### config.mk
export PLATFORM = sky130hd
export DESIGN_NAME = nbit_reg_serializer
export DESIGN_NICKNAME = d
export VERILOG_FILES = /design/src/rtl/nbit_reg_serializer.sv
export SDC_FILE = /design/constraint.sdc
export NUM_CORES = 1
export LEC_CHECK = 0
export ABC_CLOCK_PERIOD_IN_PS = 3400
export CORE_AREA = 2 2 39 41
export CTS_CLUSTER_SIZE = 10
export DETAILED_ROUTE_END_ITERATION = 8
export DIE_AREA = 0 0 41 43
export PLACE_DENSITY = 0.7
export REMOVE_ABC_BUFFERS = 1
export SYNTH_ARGS = -nofsm -noshare
export SYNTH_HDL_FRONTEND = slang
export SYNTH_SLANG_ARGS = --single-unit
### constraint.sdc
create_clock -name clk -period 3.4 [get_ports clk]
set_clock_uncertainty 0.05 [all_clocks]
set_input_delay 0.68 -clock clk [delete_from_list [all_inputs] [get_ports clk]]
set_output_delay 0.68 -clock clk [all_outputs]
set_load 0.1 [all_outputs]
### src/rtl/nbit_reg_serializer.sv
// N-bit parallel-to-serial unloader with en/ready load handshake and a one-cycle done pulse.
// Optional feature: define PARITY_EN to append an even-parity bit after the data bits.
module nbit_reg_serializer #(
    parameter int N         = 4,
    parameter bit MSB_FIRST = 1'b0
) (
    input  logic         clk,
    input  logic         reset,
    input  logic         en,
    input  logic [N-1:0] din,
    output logic         ready,
    output logic         busy,
    output logic         sout,
    output logic         sout_valid,
    output logic         done
);

`ifdef PARITY_EN
    localparam int NB = N + 1;
`else
    localparam int NB = N;
`endif
    localparam int CW = $clog2(N + 2);
    localparam logic [CW-1:0] LAST_CNT = CW'(NB - 1);
`ifdef PARITY_EN
    localparam logic [CW-1:0] PAR_CNT = CW'(N - 1);
`endif

    typedef enum logic [1:0] {
        IDLE  = 2'd0,
        SHIFT = 2'd1,
        DONE  = 2'd2
    } state_t;

    state_t        state_r;
    logic [N-1:0]  shreg_r;
    logic [CW-1:0] cnt_r;
`ifdef PARITY_EN
    logic          par_r;
`endif

    function automatic logic out_bit(input logic [N-1:0] w);
        return MSB_FIRST ? w[N-1] : w[0];
    endfunction

    // Moves the next bit to the output end; vacated bits fill with zero.
    function automatic logic [N-1:0] shift_word(input logic [N-1:0] w);
        return MSB_FIRST ? {w[N-2:0], 1'b0} : {1'b0, w[N-1:1]};
    endfunction

`ifdef PARITY_EN
    function automatic logic even_parity(input logic [N-1:0] w);
        return ^w;
    endfunction
`endif

    // Handshake FSM, shift datapath and registered outputs.
    always_ff @(posedge clk or posedge reset) begin
        if (reset) begin
            state_r    <= IDLE;
            shreg_r    <= '0;
            cnt_r      <= '0;
`ifdef PARITY_EN
            par_r      <= 1'b0;
`endif
            ready      <= 1'b1;
            busy       <= 1'b0;
            sout       <= 1'b0;
            sout_valid <= 1'b0;
            done       <= 1'b0;
        end else begin
            case (state_r)
                IDLE: begin
                    done <= 1'b0;
                    if (en) begin
                        // The first bit goes straight to sout; the register keeps the rest.
                        shreg_r    <= shift_word(din);
                        cnt_r      <= '0;
`ifdef PARITY_EN
                        par_r      <= even_parity(din);
`endif
                        sout       <= out_bit(din);
                        sout_valid <= 1'b1;
                        ready      <= 1'b0;
                        busy       <= 1'b1;
                        state_r    <= SHIFT;
                    end else begin
                        sout       <= 1'b0;
                        sout_valid <= 1'b0;
                        ready      <= 1'b1;
                        busy       <= 1'b0;
                        state_r    <= IDLE;
                    end
                end
                SHIFT: begin
                    if (cnt_r == LAST_CNT) begin
                        sout       <= 1'b0;
                        sout_valid <= 1'b0;
                        done       <= 1'b1;
                        state_r    <= DONE;
                    end else begin
                        cnt_r      <= cnt_r + {{(CW-1){1'b0}}, 1'b1};
                        shreg_r    <= shift_word(shreg_r);
                        sout_valid <= 1'b1;
`ifdef PARITY_EN
                        if (cnt_r == PAR_CNT) begin
                            sout <= par_r;
                        end else begin
                            sout <= out_bit(shreg_r);
                        end
`else
                        sout       <= out_bit(shreg_r);
`endif
                        state_r    <= SHIFT;
                    end
                end
                DONE: begin
                    done       <= 1'b0;
                    sout       <= 1'b0;
                    sout_valid <= 1'b0;
                    ready      <= 1'b1;
                    busy       <= 1'b0;
                    state_r    <= IDLE;
                end
                default: begin
                    done       <= 1'b0;
                    sout       <= 1'b0;
                    sout_valid <= 1'b0;
                    ready      <= 1'b1;
                    busy       <= 1'b0;
                    state_r    <= IDLE;
                end
            endcase
        end
    end

endmodule

### Yosys cells after proc, flatten, opt, wreduce, memory -nomap -nowiden

Cells that the tools add are included.

| storage, ports and cells | value |
|---|---|
| register bits | 14 |
| output and inout bits | 5 |

| operators by class | value |
|---|---|
| equality and inequality tests | 5 |
| reduce and logical (&&, ||, !) cells | 3 |
| add/sub/neg operators | 1 |
| muxes and demuxes | 20 |

Operators with widths:

| kind | count |
|---|---|
| $mux 1 | 8 |
| $mux 4 | 2 |
| $pmux 1 s2 | 4 |
| $pmux 4 s2 | 1 |
| $mux 3 | 2 |
| $ne 2x2->1 const B | 3 |
| $pmux 3 s2 | 1 |
| $pmux 2 s2 | 1 |
| $add 3x1->3 const B | 1 |
| $eq 3x2->1 const B | 1 |
| $reduce_and 3->1 | 1 |
| $eq 2x1->1 const B | 1 |
| $logic_not 2->1 | 1 |
| $mux 2 | 1 |
| $reduce_bool 2->1 | 1 |

### Logic depth before layout (Yosys ltp)

Gate-level depths: netlist (run 1).

| depth | value |
|---|---|
| depth in word-level cells | 3 |
| gate-level depth with buffers | 5 |
| depth with buffers taken out | 5 |

### Worst setup path before layout (run 1)

No wires, ideal clock.

| timing path | value |
|---|---|
| path type | reg2reg |
| start point | register state_r[0] |
| end point | register shreg_r[0] |
| arrival time | 1.787 ns |
| data required time | 3.225 ns |
| path buffers | 1 |
| cell stages (with the launch flop) | 5 |
| library setup time | 0.125 ns |
| setup slack | 1.438 ns |
| cells stage by stage | dfrtp_1 buf_6 nand2b_4 mux2_4 mux2_4 |

| on the way | value |
|---|---|
| word-level cells in the longest chain between the ends | 3 |

Ends and longest elaborated chain:

| item | RTL line | RTL |
|---|---|---|
| from (decl) | 35 | `state_t state_r;` |
| from (signal assigned) | 60 | `state_r <= IDLE;` |
| from (signal assigned) | 86 | `state_r <= SHIFT;` |
| from (signal assigned) | 92 | `state_r <= IDLE;` |
| $eq 2x1->1 or $logic_not 2->1 (tied branches) | 72 | `case (state_r)` |
| $ne 2x2->1 (no source line) or $reduce_bool 2->1 (tied branches) | -- |  |
| $reduce_and 3->1 (no source line) | -- |  |
| to (signal assigned) | 77 | `shreg_r <= shift_word(din);` |
| to (signal assigned) | 103 | `shreg_r <= shift_word(shreg_r);` |
| to (decl) | 36 | `logic [N-1:0] shreg_r;` |

Parallel ways exist; a longest one is shown, timed or not.
A chain may end at the register's enable or synchronous reset.

### Worst setup path in the final report (run 1)

| timing path | value |
|---|---|
| start point | register sout |
| end point | output sout |

RTL lines:

| item | RTL line | RTL |
|---|---|---|
| from (decl) | 13 | `output logic sout,` |
| from (signal assigned) | 82 | `sout <= out_bit(din);` |
| from (signal assigned) | 112 | `sout <= out_bit(shreg_r);` |

No word-level cell between the ends.

==> impl_metrics.toml, run 1 <==
[route]
drc = 0
ant_nets = 0
drt_iter0_drc = 2
wl_met3_um = 36
top_layer_used = "met4"
dr.pass1.iters = 2
via_per_inst = 4.78
met2WireLength_um = 460
routed_wl_um = 965
vias = 363
routedWlPerCell_um = 12.7
m1WireLength_um = 457

[sta]
clock.fmax_mhz = 411
rsz0062_at_grt = "no"
period_share = 0.716
finalHoldViolCount = 0
relSlewSlack = 0.359
tns_ns = 0
setup_viol = 0
drv_slew = 0
period_minus_slack_ns = 2.44
tightest_slew_ns = 0.958

[setup_path]
rrSetupSlack_ns = 1.72
critPathSlowestCell = "clkdlybuf4s50_1"
start_kind = "flop"
end_kind = "output pin"
worst-path-buf-inv = 1
worstPathRequired_ns = 2.67
cp.arrival_ns = 1.71
critPathTopFamily = "buffers and inverters"
path_class = "flop to output pin"
slowest_delay_ns = 1.12
rr_endpoint = "cnt_r[0]"
crit_cells = 1
worst_r2r_startpoint = "cnt_r[0]"
crit_path_max_fanout = 1
crit_path_cell_trace = "clkdlybuf4s50_1"
reg2reg_depth = 4

[cts]
htreeDepth = 1
cts_tree = "built"
clk_latency_ns = 0.27
ctsResizeCount = 0
path_clk_slew_ns = 0.07
clockRootBuffer = "clkbuf_4"
numCtsBuffers = 3
cts-hold-fix-buffers = 0
cts_setup_buffers = 0
cts_num_sinks = 12
clockBufferDepth = 2

[grt]
grt_max_degree = 13
grt-ovfl-total = 0
grt_pass1_wl_mm = 1.50
track_usage = 0.137
antenna_found_initial = 0
grt_pass1_vias = 319

[placed_design]
dpl_cell_area_um2 = 696
routabilityCongestion = 0.676
dpl.hpwl_um = 713
port-buffer-count = 11

[synthesis]
post-synth-top-area-fraction = 0.469
synth-simple-area-share = 0.107
synth_top_family_by_area = "multiplexers"
syn_area_per_cell_um2 = 12.8
ys_seq_area_frac = 0.514
synthArstFlopShare = 1.00
synthAdderAreaFrac = 0.0426
synthDistinctLibCells = 21
synth_common_cells = "11 x dfrtp_1, 7 x nor2_1, 5 x inv_1"
yosys.area.top_type = "dfrtp_1"
ys.flop_type = "dfrtp_1"
yosys_warnings = 0
synthesis.area_um2 = 587
synth_edf_count = 0
synth_xor_area_frac = 0
synthMuxAreaShare = 0.158
ys_ff_latch = 12
syn_inst = 46
synth_compound_area_frac = 0.128
synthTopCellsByArea = "dfrtp_1 47%, mux2_4 10%, dfstp_2 4.5%, nor2_1 4.5%, ha_1 4.3%"
yosysMostFrequentCell = "dfrtp_1"

[finish]
diodes = 0
fin_nets = 70
drive_gt1_frac = 0.317
fin_util = 0.522
area_delta_synth_final_pct = 23.0
fin_area_um2 = 722

[min_path]
holdPathStages = 2
holdPathEnd = "done"
worstHoldStart = "done"
hold_path_class = "flop to flop"

[die]
rows = 14
pin_count = 12
die_width_um = 41
start_util = 0.424
core_mm2 = 0.00138
dieArea_mm2 = 0.00176
dieHeight_um = 43

[run]
drv_cap = 0

[status]
outcome = "complete, no violations"
## sequential cells by signal (all words and copies together), names as in the netlist
signal and flops:
sout 1, done 1, cnt_r 3, state_r 2, busy 1, ready 1
shreg_r 3
## routing by layer
layer / global-route usage / vias to the layer above
met5: 0 / -
met4: 0.100 / 0
met3: 0.0471 / 2
met2: 0.188 / 5
met1: 0.169 / 171
li1: - / 185
## logic make-up (layout without fill, tap and decap cells)
kind of cell / count (synthesis) / count (layout)
DFF: 12 / 12
and+or+nand+nor: 11 / 11
AOI/OAI and AO/OA: 8 / 8
muxes: 7 / 7
buffers and inverters: 6 / 20
adders and majority gates: 2 / 2
## per-stage QoR
| step | setup WS [ns] | cells | hold WS, ns |
|---|---|---|---|
| 2_1_floorplan | 1.34 | 45 | 0.431 |
| 3_3_place_gp | 1.25 | 72 | 0.438 |
| 4_1_cts | 0.948 | 76 | 0.459 |
| 6_report | 0.964 | 76 | 0.451 |
| 5_1_grt | 0.910 | 76 | 0.483 |
| 3_5_place_dp | 1.25 | 72 | 0.442 |
## layout by cell type, fill, tap and decap left out, types with 2 or more instances in the layout
cell and instances:
clkdlybuf4s50_1 7, dfrtp_1 11, clkbuf_4 3, mux2_2 2, mux2_4 4, buf_4 4
ha_1 2, nor2_1 7, inv_1 5
## final cells by class
| type | count | area [µm²] |
|---|---|---|
| Clock buffer | 4 | 26.3 |
| Fill cell | 134 | 662 |
| Inverter | 5 | 18.8 |
| Multi-Input combinational cell | 28 | 255 |
| Sequential cell | 12 | 302 |
| Tap cell | 16 | 20.0 |
| Timing Repair Buffer | 11 | 100 |
## how the worst max path moves through the flow
stage                to        from  slack, ns
2_1_floorplan  cnt_r[0]  state_r[0]       1.34
3_3_place_gp       sout        sout       1.25
3_5_place_dp       sout        sout       1.25
4_1_cts            sout        sout       0.95
5_1_grt            sout        sout       0.91
6_report           sout        sout       0.96
Power of run 1 is not shown: default switching activity piles up to over one toggle a cycle in this logic, so the estimate is an artifact.
==> run 2: changes to the inputs <==
--- a/config.mk
+++ b/config.mk
@@ -5,7 +5,7 @@
 export SDC_FILE = /design/constraint.sdc
 export NUM_CORES = 1
 export LEC_CHECK = 0
-export ABC_CLOCK_PERIOD_IN_PS = 3400
+export ABC_CLOCK_PERIOD_IN_PS = 2300
 export CORE_AREA = 2 2 39 41
 export CTS_CLUSTER_SIZE = 10
 export DETAILED_ROUTE_END_ITERATION = 8
==> constraint.sdc (replaced) <==
create_clock -name clk -period 2.3 [get_ports clk]
set_clock_uncertainty 0.05 [all_clocks]
set_input_delay 0.46 -clock clk [delete_from_list [all_inputs] [get_ports clk]]
set_output_delay 0.46 -clock clk [all_outputs]
set_load 0.1 [all_outputs]
==> impl_metrics.toml, run 2 (same netlist as run 1, synthesis figures left out) <==
[status]
outcome = "complete, no violations"

[cts]
clockRootBuffer = "clkbuf_4"
clk_latency_ns = 0.27
clockBufferDepth = 2
cts_setup_buffers = 0
htreeDepth = 1
cts-hold-fix-buffers = 0
cts_tree = "built"
numCtsBuffers = 3
cts_num_sinks = 12
path_clk_slew_ns = 0.07
ctsResizeCount = 0

[setup_path]
cp.arrival_ns = 1.21
crit_path_max_fanout = 11
end_kind = "output pin"
worst-path-buf-inv = 1
critPathTopFamily = "flip-flops"
path_class = "flop to output pin"
critPathSlowestCell = "dfrtp_1"
slowest_delay_ns = 0.69
crit_path_cell_trace = "buf_12"
start_kind = "flop"
worstPathRequired_ns = 1.79

[route]
via_per_inst = 4.95
routedWlPerCell_um = 13.0
drc = 0
drt_iter0_drc = 1
routed_wl_um = 987
dr.pass1.iters = 3
vias = 376
ant_nets = 0

[grt]
grt_max_degree = 13
grt-ovfl-total = 0
antenna_found_initial = 0
track_usage = 0.134
grt_pass1_vias = 364
grt_pass1_wl_mm = 1.50

[finish]
diodes = 0
final_cell_mix = "11 x dfrtp_1, 7 x nor2_1, 6 x clkdlybuf4s50_1"
top_regs = "cnt_r: 3 flops, shreg_r: 3 flops, state_r: 2 flops"
drive_gt1_frac = 0.333
layout_commonest_cell = "dfrtp_1"
fin_nets = 70
area_delta_synth_final_pct = 24.7
n_fill_cell = 128

[sta]
relSlewSlack = 0.633
period_share = 0.749
finalHoldViolCount = 0
rsz0062_at_grt = "no"
period_minus_slack_ns = 1.72
tns_ns = 0
drv_slew = 0
setup_viol = 0
tightest_slew_ns = 0.550
clock.fmax_mhz = 581

[min_path]
hold_path_class = "input pin to async pin"

[die]
core_mm2 = 0.00138
dieHeight_um = 43
rows = 14
start_util = 0.424
pin_count = 12
die_width_um = 41
dieArea_mm2 = 0.00176

[placed_design]
routabilityCongestion = 0.725
dpl.hpwl_um = 716
port-buffer-count = 11

[run]
drv_cap = 0
run 2: cell types whose count changed in the layout (fill, tap and decap cells not counted):
cell,delta
clkdlybuf4s50_1,-1
buf_12,+1
run 2: final cells by class:
type	instances	area, µm²	share of cell area
inverter	5	18.8	0.0256
sequential	12	302	0.412
clock buffer	4	26.3	0.0359
multi-input combinational	28	255	0.349
tap	16	20.0	0.0274
timing repair buffer	11	110	0.150
run 2: per-stage QoR:
step	cell area (µm²)	instances	hold WS, ns	utilization	setup slack, ns
2_1_floorplan	576	45	0.274	-	0.244
3_3_place_gp	706	72	0.431	0.510	0.412
3_5_place_dp	706	72	0.449	0.510	0.375
4_1_cts	732	76	0.456	0.529	0.567
5_1_grt	732	76	0.482	0.529	0.524
6_report	732	76	0.442	0.529	0.578
run 2: worst paths after layout:
check                      startpoint    endpoint  slack (ns)  cells past startpoint
setup / recovery           state_r[0]  sout_valid        0.58                      1
hold / removal                  reset        sout        0.44                      2
setup reg to reg             cnt_r[0]    cnt_r[2]        0.65                      4
hold reg to reg              cnt_r[2]    cnt_r[2]        0.47                      1
max in group asynchronous       reset       ready        1.42                      2
min in group clk             cnt_r[2]    cnt_r[2]        0.47                      1
run 2: per-layer routing:
| metal | track usage | vias to the layer above | routed length (µm) | share of wire |
|---|---|---|---|---|
| met4 | 0.100 | 0 | 22 | 0.022 |
| met5 | 0 | - | 0 | 0 |
| li1 | - | 184 | - | - |
| met3 | 0.0314 | 4 | 47 | 0.048 |
| met1 | 0.153 | 181 | 443 | 0.45 |
| met2 | 0.203 | 7 | 473 | 0.48 |
run 2: worst reg2reg max path: cells and delay by family (launching register included):
family                     cells  cell delay, ns
DFF                            1            0.39
AOI/OAI and AO/OA              1            0.28
muxes                          1            0.36
adders and majority gates      2            0.46
Power of run 2 is left out for the same reason.
==> edit: new RTL, settings of run 2 <==
Encoding of `state_t`: now one-hot (3 bits for 3 states).
--- a/src/rtl/nbit_reg_serializer.sv
+++ b/src/rtl/nbit_reg_serializer.sv
@@ -28,6 +28,6 @@
 
-    typedef enum logic [1:0] {
-        IDLE  = 2'd0,
-        SHIFT = 2'd1,
-        DONE  = 2'd2
+    typedef enum logic [2:0] {
+        IDLE  = 3'b001,
+        SHIFT = 3'b010,
+        DONE  = 3'b100
     } state_t;
Function: no difference found for any inputs over 10 cycles, from zero or initial values and one cycle with reset high; not proved beyond that.
==> edit against run 2 <==
Count of clock-buffer cells in the layout unchanged. Synthesized area is 3.2% lower. Sequential cell count grew 1. Routed wire length decreased by 6.5%. Final cell count stayed put. Worst setup slack worse by 0.11 ns. Final area shrank 4.3%. Critical path depth up 2. Critical endpoint is now shreg_r[1].
==> edit: results (changes against run 2) <==
- Placed instance count: 72 (unchanged)
- Largest cells by area after synthesis: dfrtp_1 48%, dfstp_2 9.3%, mux2_4 7.9% (was dfrtp_1 47%, mux2_4 10%, dfstp_2 4.5%)
- Worst-Skew Late Latency: 0.27 ns (about the same)
- Post-synth ARST share: 100% (unchanged)
- IO Port Bufs: 11 (unchanged)
- Crit path DAT: 1.94 ns (was 1.21 ns)
- Tot GR Track Use: 12.9% (was 13.4%)
- Transition time of the tightest slew-check pin: 0.468 ns (was 0.550 ns)
- Clock buffer count from CTS: 3 (unchanged)
- Fill cells: 129 (was 128)
- Via density: 4.89 (was 4.95)
- Biggest regs: cnt_r (3), shreg_r (3), state_r (3) (was cnt_r (3), shreg_r (3), state_r (2))
- Final-stage net count: 70 (unchanged)
- Final hold violations: 0 (unchanged)
- Post-CTS resize count: 0 (unchanged)
- CP Max Fanout: 10 (was 11)
- Peak supply drop: slightly below 500 uV
- Post-CTS setup buffers: 0 (unchanged)
- Max clock buf depth: 2 (unchanged)
- WHS Path Cells: 1
- Synth top cells by count: 11 x dfrtp_1, 7 x nor2_1, 5 x inv_1, 4 x o21ai_0, 3 x mux2_4 (was 11 x dfrtp_1, 7 x nor2_1, 5 x inv_1, 4 x mux2_4)
- Largest net degree at the start of global routing: 14 (was 13)
- CP Class: reg2reg (was reg2out)
- Drt total wl: 923 um (was 987 um)
- Routed Antenna Nets: 0 (unchanged)
- Switching power of the nets: roughly 450 uW
- H-tree Lvls: 1 (unchanged)
- Post-synth cell types: 17 (was 21)
- Vias in the first global route: 362 (was 364)
- Placer congestion estimate: 0.719 (was 0.725)
- Layout cells sized above 1: 28.3% (was 33.3%)
- First-pass DRT Iterations: 2 (was 3)
- Hold Crit Class: reg2reg (was in2async)
- Syn_area_per_cell: 12.3 um2 (was 12.8 um2)
- Post-DP Area: 674 um2 (was 706 um2)
- Status: complete, no violations (unchanged)
- Initial DRC Count: 3 (was 1)
- Final non-filler cell total: 76 (unchanged)
- Antenna cell count: 0 (unchanged)
- FF-to-FF path depth: 3 (was 4)
- Pleak: about 0.33 nW
- Warnings from Yosys: 0 (unchanged)
- Seq/Total Area, Yosys: 57.7% (was 51.4%)
- Worst-path clk slew: roughly 0.080 ns
- CTS root buf: clkbuf_4 (unchanged)
- First-pass GRT wire length: 1460 um (was 1500 um)
- Initial antenna violation count: 0 (unchanged)
- Placement Setup Slack: 0.393 ns (was 0.375 ns)
- Hpwl dp: 683 um (was 716 um)
edit: layout make-up:
type	count	area [um2]	area share, %
Clock buffer	4	26.3	3.75
Timing Repair Buffer	11	97.6	13.9
Multi-Input combinational cell	27	210	30.0
Sequential cell	13	328	46.8
Inverter	5	18.8	2.68
Tap cell	16	20.0	2.86
edit: cell families (layout without fill, tap and decap cells):
logic type | count (synthesis) | after routing | share of synthesized area, %
flip-flops | 13 | 13 | 57.7
AND/OR/NAND/NOR | 13 | 13 | 12.8
multiplexers | 5 | 5 | 11.9
AO/OA/AOI/OAI | 7 | 7 | 7.93
adder cells (fa/ha/maj) | 2 | 2 | 4.40
buffers and inverters | 6 | 20 | 5.29
edit: final timing paths:
path / start / endpoint / slack [ns]
setup reg to reg: state_r[2] / shreg_r[1] / 0.47
max in group asynchronous: reset / state_r[0] / 1.41
hold / removal: busy / busy / 0.43
setup / recovery: state_r[2] / shreg_r[1] / 0.47
min in group asynchronous: reset / shreg_r[0] / 0.45
hold reg to reg: busy / busy / 0.43
edit: critical path, cell delays in order (launching register included):
cell	delay (ns)
dfrtp_1	0.39
or3b_1	0.57
mux2_4	0.41
mux2_4	0.30
edit: layer usage:
metal / vias to the layer above / global-route usage, % / part of all wire (%)
li1: 184 / - / -
met1: 173 / 14.4 / 45
met2: 11 / 18.4 / 45
met3: 4 / 3.66 / 5.1
met4: 0 / 12.0 / 4.2
met5: - / 0 / 0
edit: power by group through the flow:
stage / Combinational, mW / Clock, mW / Sequential, mW
after floorplan: 0.182 / 0 / 0.582
after global placement: 0.492 / 0 / 0.367
after detailed placement: 0.499 / 0 / 0.370
after CTS: 0.501 / 0.142 / 0.364
after global routing: 0.528 / 0.156 / 0.375
final: 0.497 / 0.138 / 0.364
